File: src/rtl/arb_pkg.sv
// Shared types, defaults and helpers for the round-robin grant arbiter.
package arb_pkg;

    localparam int unsigned DEF_NUM_REQ  = 4;
    localparam int unsigned DEF_MAX_HOLD = 8;
    localparam int unsigned MAX_REQ      = 16;
    localparam int unsigned MAX_IDW      = 4;

    typedef enum logic [0:0] {
        IDLE  = 1'b0,
        GRANT = 1'b1
    } arb_state_e;

    // Rotate the low 'width' bits of vec right by amt: res[j] = vec[(j+amt) % width].
    function automatic logic [MAX_REQ-1:0] rot_right(
        input logic [MAX_REQ-1:0] vec,
        input int unsigned        width,
        input int unsigned        amt
    );
        logic [MAX_REQ-1:0] res;
        res = '0;
        for (int unsigned j = 0; j < MAX_REQ; j++) begin
            if (j < width) begin
                res[MAX_IDW'(j)] = vec[MAX_IDW'((j + amt) % width)];
            end
        end
        return res;
    endfunction

endpackage

File: src/rtl/prio_sel_n.sv
// Combinational fixed-priority selector: highest-index set bit wins.
module prio_sel_n #(
    parameter int unsigned NUM_REQ = 4
) (
    input  logic [NUM_REQ-1:0] req,
    output logic [NUM_REQ-1:0] sel,
    output logic               valid
);

    // Scan from the top bit down and keep only the first hit.
    always_comb begin
        sel   = '0;
        valid = |req;
        for (int i = NUM_REQ - 1; i >= 0; i--) begin
            if (req[i] && !(|sel)) begin
                sel[i] = 1'b1;
            end
        end
    end

endmodule

File: src/rtl/rr_grant_arbiter.sv
// Round-robin grant arbiter with registered one-hot grant.
// Optional build macro ARB_HOLD_LIMIT_EN: preempts an owner after MAX_HOLD
// consecutive grant cycles when another requester is waiting.
module rr_grant_arbiter
    import arb_pkg::*;
#(
    parameter int unsigned NUM_REQ  = DEF_NUM_REQ,
    parameter int unsigned MAX_HOLD = DEF_MAX_HOLD
) (
    input  logic                       clock,
    input  logic                       reset,
    input  logic [NUM_REQ-1:0]         req,
    input  logic                       en,
    output logic [NUM_REQ-1:0]         gnt,
    output logic                       gnt_valid,
    output logic [$clog2(NUM_REQ)-1:0] gnt_id,
    output logic                       req_up
);

    localparam int unsigned IDW = $clog2(NUM_REQ);

    if (NUM_REQ < 2 || NUM_REQ > MAX_REQ || MAX_HOLD < 1) begin : g_bad_param
        $error("rr_grant_arbiter: unsupported NUM_REQ/MAX_HOLD");
    end

    arb_state_e         state_q, state_d;
    logic [NUM_REQ-1:0] gnt_q, gnt_d;
    logic [IDW-1:0]     gnt_id_q, gnt_id_d;
    logic               gnt_valid_q;
    logic [IDW-1:0]     ptr_q, ptr_d;

`ifdef ARB_HOLD_LIMIT_EN
    localparam int unsigned HCW = (MAX_HOLD > 1) ? $clog2(MAX_HOLD) : 1;
    logic [HCW-1:0] hold_q, hold_d;
`endif

    logic [NUM_REQ-1:0] rot_req, rot_sel, win_gnt;
    logic               win_valid;
    logic [IDW-1:0]     win_id;
    logic               own_req, others, issue;

    // Rotate requests so the pointer position lands on the top (highest-priority) bit.
    always_comb begin
        rot_req = NUM_REQ'(rot_right(MAX_REQ'(req), NUM_REQ, int'(ptr_q) + 1));
    end

    prio_sel_n #(.NUM_REQ(NUM_REQ)) u_prio_sel (
        .req   (rot_req),
        .sel   (rot_sel),
        .valid (win_valid)
    );

    // Undo the rotation and encode the winner index.
    always_comb begin
        win_gnt = NUM_REQ'(rot_right(MAX_REQ'(rot_sel), NUM_REQ,
                                     NUM_REQ - ((int'(ptr_q) + 1) % NUM_REQ)));
        win_id  = '0;
        for (int unsigned i = 0; i < NUM_REQ; i++) begin
            if (win_gnt[i]) begin
                win_id = IDW'(i);
            end
        end
    end

    // Next-state, next-grant and pointer logic.
    always_comb begin
        state_d  = state_q;
        gnt_d    = '0;
        gnt_id_d = '0;
        ptr_d    = ptr_q;
        issue    = 1'b0;
        own_req  = |(req & gnt_q);
        others   = |(req & ~gnt_q);
`ifdef ARB_HOLD_LIMIT_EN
        hold_d   = hold_q;
`endif
        unique case (state_q)
            IDLE: begin
                if (en && win_valid) begin
                    issue = 1'b1;
                end
            end
            GRANT: begin
                if (!en) begin
                    state_d = IDLE;
                end else if (own_req) begin
                    gnt_d    = gnt_q;
                    gnt_id_d = gnt_id_q;
`ifdef ARB_HOLD_LIMIT_EN
                    if (hold_q == HCW'(MAX_HOLD - 1)) begin
                        // Pointer already sits below the owner, so the winner is another requester.
                        issue = others;
                    end else begin
                        hold_d = hold_q + HCW'(1);
                    end
`endif
                end else if (win_valid) begin
                    issue = 1'b1;
                end else begin
                    state_d = IDLE;
                end
            end
            default: state_d = IDLE;
        endcase

        if (issue) begin
            state_d  = GRANT;
            gnt_d    = win_gnt;
            gnt_id_d = win_id;
            ptr_d    = IDW'(win_id - IDW'(1));
`ifdef ARB_HOLD_LIMIT_EN
            hold_d   = '0;
`endif
        end
    end

    // State, grant and pointer registers with synchronous reset.
    always_ff @(posedge clock) begin
        if (reset) begin
            state_q     <= IDLE;
            gnt_q       <= '0;
            gnt_id_q    <= '0;
            gnt_valid_q <= 1'b0;
            ptr_q       <= IDW'(NUM_REQ - 1);
`ifdef ARB_HOLD_LIMIT_EN
            hold_q      <= '0;
`endif
        end else begin
            state_q     <= state_d;
            gnt_q       <= gnt_d;
            gnt_id_q    <= gnt_id_d;
            gnt_valid_q <= |gnt_d;
            ptr_q       <= ptr_d;
`ifdef ARB_HOLD_LIMIT_EN
            hold_q      <= hold_d;
`endif
        end
    end

    assign gnt       = gnt_q;
    assign gnt_id    = gnt_id_q;
    assign gnt_valid = gnt_valid_q;
    assign req_up    = en & (|req);

endmodule

File: config.mk
export PLATFORM = sky130hd
export DESIGN_NAME = rr_grant_arbiter
export DESIGN_NICKNAME = d
export VERILOG_FILES = /design/src/rtl/arb_pkg.sv /design/src/rtl/prio_sel_n.sv /design/src/rtl/rr_grant_arbiter.sv
export SDC_FILE = /design/constraint.sdc
export NUM_CORES = 1
export LEC_CHECK = 0
export CAP_MARGIN = 10
export CORE_ASPECT_RATIO = 1.25
export CORE_UTILIZATION = 40
export DETAILED_ROUTE_END_ITERATION = 12
export PLACE_DENSITY = 0.65
export SETUP_SLACK_MARGIN = 0.15
export SLEW_MARGIN = 20
export SYNTH_ARGS = -nofsm -noshare
export SYNTH_HDL_FRONTEND = slang
export SYNTH_HIERARCHICAL = 1
export SYNTH_SLANG_ARGS = --single-unit
File: constraint.sdc
create_clock -name clock -period 3.1 [get_ports clock]
set_input_delay 0.465 -clock clock [delete_from_list [all_inputs] [get_ports clock]]
set_output_delay 0.465 -clock clock [all_outputs]
set_load 0.03 [all_outputs]
==> flow_summary.yaml, run 1 <==
outcome:
  status: "finished, final reports clean"
placed_design:
  portBuffers: 14
  dp_hpwl_um: 1100
  pre_cts_slack_ns: 0.0450
  placed_area_um2: 836
  gp_congestion: 0.847
  place_inst: 97
timing:
  fin_ws_ns: 0.355
  slew_headroom_pct: 71.9
  tns_ns: 0
  fin_crit_sh_pct: 88.6
  hold_viol: 0
  worstMarginPinSlew_ns: 0.418
  finClkSkew_ns: 0.00371
  max_freq_ghz: 0.364
  slew_violations: 0
  finalSetupViolCount: 0
  period_needed_ns: 2.75
  rsz0062_at_grt: "no"
synthesis:
  ys_seq_area_share_pct: 28.9
  syn_area_um2: 692
  yosysWarnings: 6
  synth_area_leader_cell: "dfxtp_1"
  ys.flop_type: "dfxtp_1"
  synth.most_common_cell: "dfxtp_1"
  syn-num-nets: 74
  syn_avg_cell_area_um2: 10.3
  synth_cells: 67
  synth_top_area_share_pct: 28.9
  async_flop_share_pct: 0
  synthTopCellsByCount: "10 x dfxtp_1, 8 x nand2_1, 7 x a21oi_1, 6 x mux4_1"
  synth.distinct_cells: 27
  ys_ff_latch: 10
  synth_edf_count: 0
  yosys-top-cells-area: "dfxtp_1 29%, mux4_1 23%, mux4_2 6.5%"
final_layout:
  drive_gt1_share_pct: 11.0
  n_antenna_cell: 0
  fin_area_um2: 863
  final_cells: 100
  layout.nets: 91
  syn_to_final_growth_pct: 24.8
drt:
  drtAntennaViolNets: 0
  drc: 0
  num_vias: 592
  firstDrtPassIters: 4
  post_drt_wl_per_cell_um: 14.8
  initialDrtViolationCount: 18
  vias_per_cell: 5.92
  drt_wl_total_um: 1480
worst_setup_path:
  worstSetupPathType: "input port to register"
  crit_required_ns: 3.24
  worstSetupEndpointType: "register"
  worstReg2RegEnd: "gnt_id[0]$_SDFFE_PP0P_"
  ff2ff_setup_slack_ns: 0.67
  critPathLaunchType: "input port"
  crit_path_top_delay_cell: "mux4_1"
  cpPeakStageDelay_ns: 0.68
  cp_max_fo: 9
  crit_path_cell_trace: "clkdlybuf4s50_1 > mux4_1 > nor4b_1 > mux4_1 > clkinv_1 > a21o_1 > a32o_1"
  r2r_start: "ptr_q[1]$_SDFFE_PP1P_"
  critical_path_arrival_ns: 2.89
  cpMostUsedCell: "mux4_1"
  reg2reg_depth: 6
floorplanning:
  start_util_pct: 43.2
  rows: 16
  io_pins: 15
  die_x_um: 39.2
  die_area_um2: 1900
  die_h_um: 48.5
  core_area_um2: 1600
grt:
  grt_pass1_vias: 529
  grt_max_degree: 11
  overflow: 0
  grt.total_usage_pct: 16.1
  grt_pass1_wl_um: 2280
  antenna_found_initial: 0
run:
  drv_cap: 0
power_and_ir_drop:
  peakVddDrop_v: 0.000486
  power_density_nw_per_um2: 555
  leakage_nw: 0.339
  fin_total_pwr_mw: 0.479
clock_network:
  clockBufferDepth: 2
  h-tree-depth: 1
  postCtsSetupBuffers: 0
  cts_root_buf: "clkbuf_4"
  path_clk_slew_ns: 0.06
  tritoncts: "yes"
  cts_num_sinks: 10
  clk_latency_ns: 0.25
  cts_buffers: 3
worst_hold_path:
  hold_class: "register to register"
  hold_depth: 2
  min_to: "gnt_id[1]$_SDFFE_PP0P_"
  hold_start: "gnt_id[1]$_SDFFE_PP0P_"
power by group:
part / internal, mW / switching [mW] / total, mW
clock: 0.0444 / 0.0371 / 0.0815
combinational: 0.117 / 0.121 / 0.239
sequential: 0.146 / 0.0125 / 0.159
total: 0.308 / 0.171 / 0.479
per-layer routing:
metal  global-route usage [%]  part of all wire, %  vias to the layer above
li1                         -                    -                      300
met3                     3.21                  3.0                        2
met4                     1.72                 0.74                        0
met5                        0                    0                        -
met1                     23.6                   50                      280
met2                     25.3                   46                       10
cell usage in the layout, fill, tap and decap left out, types with 2 or more instances in the layout:
| master | instances |
|---|---|
| nand3_1 | 5 |
| o211ai_1 | 2 |
| a21oi_1 | 7 |
| mux4_1 | 6 |
| dfxtp_1 | 10 |
| nor2_1 | 5 |
| clkbuf_4 | 3 |
| nand2_1 | 8 |
| clkdlybuf4s50_1 | 14 |
| mux4_2 | 2 |
| buf_4 | 3 |
| a22o_1 | 2 |
cells by family (layout without fill, tap and decap cells):
group,count (synthesis),after routing,synth area share [%]
AOI/OAI and AO/OA,18,18,17.7
buffers and inverters,7,22,7.05
DFF,10,10,28.9
muxes,8,8,29.3
and+or+nand+nor,24,24,17.0
worst max path at each step:
stage	startpoint	endpoint
final	req[2]	gnt_id[0]$_SDFFE_PP0P_
after global routing	req[2]	gnt_id[0]$_SDFFE_PP0P_
after CTS	req[3]	gnt_id[0]$_SDFFE_PP0P_
after detailed placement	req[0]	gnt_id[0]$_SDFFE_PP0P_
after global placement	req[2]	gnt_id[0]$_SDFFE_PP0P_
after floorplan	ptr_q[1]$_SDFFE_PP1P_	gnt_id[0]$_SDFFE_PP0P_
critical path: cells and delay by family:
| family | cells | cell delay (ns) |
|---|---|---|
| buffers and inverters | 2 | 0.56 |
| multiplexers | 2 | 1.07 |
| AO/OA/AOI/OAI | 2 | 0.36 |
| AND/OR/NAND/NOR | 1 | 0.43 |
stage by stage:
stage	utilization, %	hold WS, ns
floorplan	-	0.576
global placement	52.2	0.442
detailed placement	52.2	0.454
CTS	53.6	0.460
global route	53.9	0.496
finish	53.9	0.452
sequential cells by signal (all words and copies together) (netlist names):
signal,flops
gnt,4
state_q,1
ptr_q,2
gnt_valid,1
gnt_id,2
final cells by class:
cell class,count,area [µm²]
clock buffer,3,22.5
timing repair buffer,17,163
inverter,2,7.51
sequential,10,200
tap,18,22.5
fill,139,738
multi-input combinational,50,448
timing repair:
item	CTS	global route
hold endpoints to repair	0	0
resized for setup	0	1
endpoints found under the setup margin	0	1
hold buffers	0	0
No activity file was read; power rests on OpenSTA's default activity.
==> run 2: changes to the inputs <==
Settings changed: CORE_ASPECT_RATIO 1.25 to not set, CORE_UTILIZATION 40 to 48, GPL_ROUTABILITY_DRIVEN set to 0, PLACE_DENSITY 0.65 to 0.76, SLEW_MARGIN 20 to not set.
==> run 2 against run 1 <==
  * Routed wire length shrank 0.27%
  * Cell area up 1.4%
  * Final cell count down 1.0%
  * Highest routed layer unchanged
  * Critical endpoint unchanged
  * Combinational power about the same
  * Setup slack worse by 0.022 ns
==> flow_summary.yaml, run 2 (synthesis gave the netlist of run 1 again) <==
grt:
  overflow: 0
  grt_pass1_vias: 508
  antenna_found_initial: 0
  grt.total_usage_pct: 21.8
  grt_pass1_wl_um: 2220
  grt_max_degree: 11
timing:
  slew_violations: 0
  max_freq_ghz: 0.361
  finClkSkew_ns: 0.00346
  worstMarginPinSlew_ns: 0.454
  rsz0062_at_grt: "no"
  slew_headroom_pct: 69.5
  fin_ws_ns: 0.332
  hold_viol: 0
  whs_ns: 0.473
  finalSetupViolCount: 0
  fin_crit_sh_pct: 89.3
  period_needed_ns: 2.77
  tns_ns: 0
drt:
  post_drt_wl_per_cell_um: 14.9
  drc: 0
  vias_per_cell: 6.45
  drt_wl_total_um: 1480
  num_vias: 639
  firstDrtPassIters: 4
  initialDrtViolationCount: 8
  drtAntennaViolNets: 0
placed_design:
  placed_area_um2: 840
  portBuffers: 14
  place_inst: 95
  pre_cts_slack_ns: 0.105
  dp_hpwl_um: 1120
worst_setup_path:
  crit_path_cell_trace: "clkdlybuf4s50_1 > mux4_1 > nor4b_1 > mux4_1 > clkinv_1 > a21o_1 > a32o_1"
  critPathLaunchType: "input port"
  cpLargestDelayFamily: "multiplexers"
  worstSetupEndpointType: "register"
  cpMostUsedCell: "mux4_1"
  crit_required_ns: 3.26
  worst-path-buf-inv: 2
  cpPeakStageDelay_ns: 0.67
  worstSetupPathType: "input port to register"
  cp_max_fo: 9
  crit_path_top_delay_cell: "mux4_1"
  critical_path_arrival_ns: 2.93
floorplanning:
  die_x_um: 40.0
  io_pins: 15
  start_util_pct: 52.5
  die_area_um2: 1600
  core_area_um2: 1320
  die_h_um: 40.0
  rows: 13
power_and_ir_drop:
  fin_total_pwr_mw: 0.514
  power_density_nw_per_um2: 587
  leakage_nw: 0.349
  peakVddDrop_v: 0.000354
final_layout:
  drive_gt1_share_pct: 11.9
  final_common_cell: "clkdlybuf4s50_1"
  largest_reg_flops: 4
  final_util_pct: 66.5
  n_antenna_cell: 0
  final_cells: 99
  syn_to_final_growth_pct: 26.6
  fin_area_um2: 876
  layout.nets: 92
  final_cell_mix: "14 x clkdlybuf4s50_1, 10 x dfxtp_1, 8 x nand2_1"
worst_hold_path:
  hold_class: "register to register"
outcome:
  status: "finished, final reports clean"
clock_network:
  clockBufferDepth: 2
  cts_root_buf: "clkbuf_4"
  cts_hold_buf: 0
  tritoncts: "yes"
  postCtsSetupBuffers: 0
  clk_latency_ns: 0.27
  h-tree-depth: 1
  cts_resized: 0
  cts_num_sinks: 10
  cts_buffers: 3
  path_clk_slew_ns: 0.06
run:
  drv_cap: 0
-- run 2: worst register-to-register path, stage by stage (launching register included) --
cell	delay, ns
dfxtp_1	0.36
mux4_1	0.69
nor4b_1	0.46
mux4_1	0.41
clkinv_1	0.09
a21o_1	0.17
a32o_1	0.19
-- run 2: final cells by class --
| type | count | area [µm²] |
|---|---|---|
| Clock buffer | 4 | 36.3 |
| Fill cell | 102 | 442 |
| Inverter | 2 | 7.51 |
| Multi-Input combinational cell | 50 | 443 |
| Sequential cell | 10 | 200 |
| Tap cell | 15 | 18.8 |
| Timing Repair Buffer | 18 | 170 |
-- run 2: per-layer routing --
layer  vias to the layer above  routed length, µm  GRT usage [%]
li1                        306                  -              -
met1                       316                686           27.8
met2                        12                713           33.5
met3                         5                 45           5.00
met4                         0                 33           12.9
met5                         -                  0              0
-- run 2: power breakdown --
group          total, mW  internal, mW  switching [mW]
Combinational      0.239         0.119           0.120
Sequential         0.159         0.146          0.0129
Clock              0.116        0.0714          0.0448
Total              0.514         0.337           0.177
-- run 2: path summary, 6_finish.rpt --
path                                       startpoint                     end  slack (ns)  depth (start not counted)
worst min-delay path                gnt[0]$_SDFF_PP0_       gnt[0]$_SDFF_PP0_        0.47                          2
worst min register to register      gnt[0]$_SDFF_PP0_       gnt[0]$_SDFF_PP0_        0.47                          2
worst max-delay path                           req[2]  gnt_id[0]$_SDFFE_PP0P_        0.33                          7
worst max register to register  ptr_q[1]$_SDFFE_PP1P_  gnt_id[0]$_SDFFE_PP0P_        0.63                          6
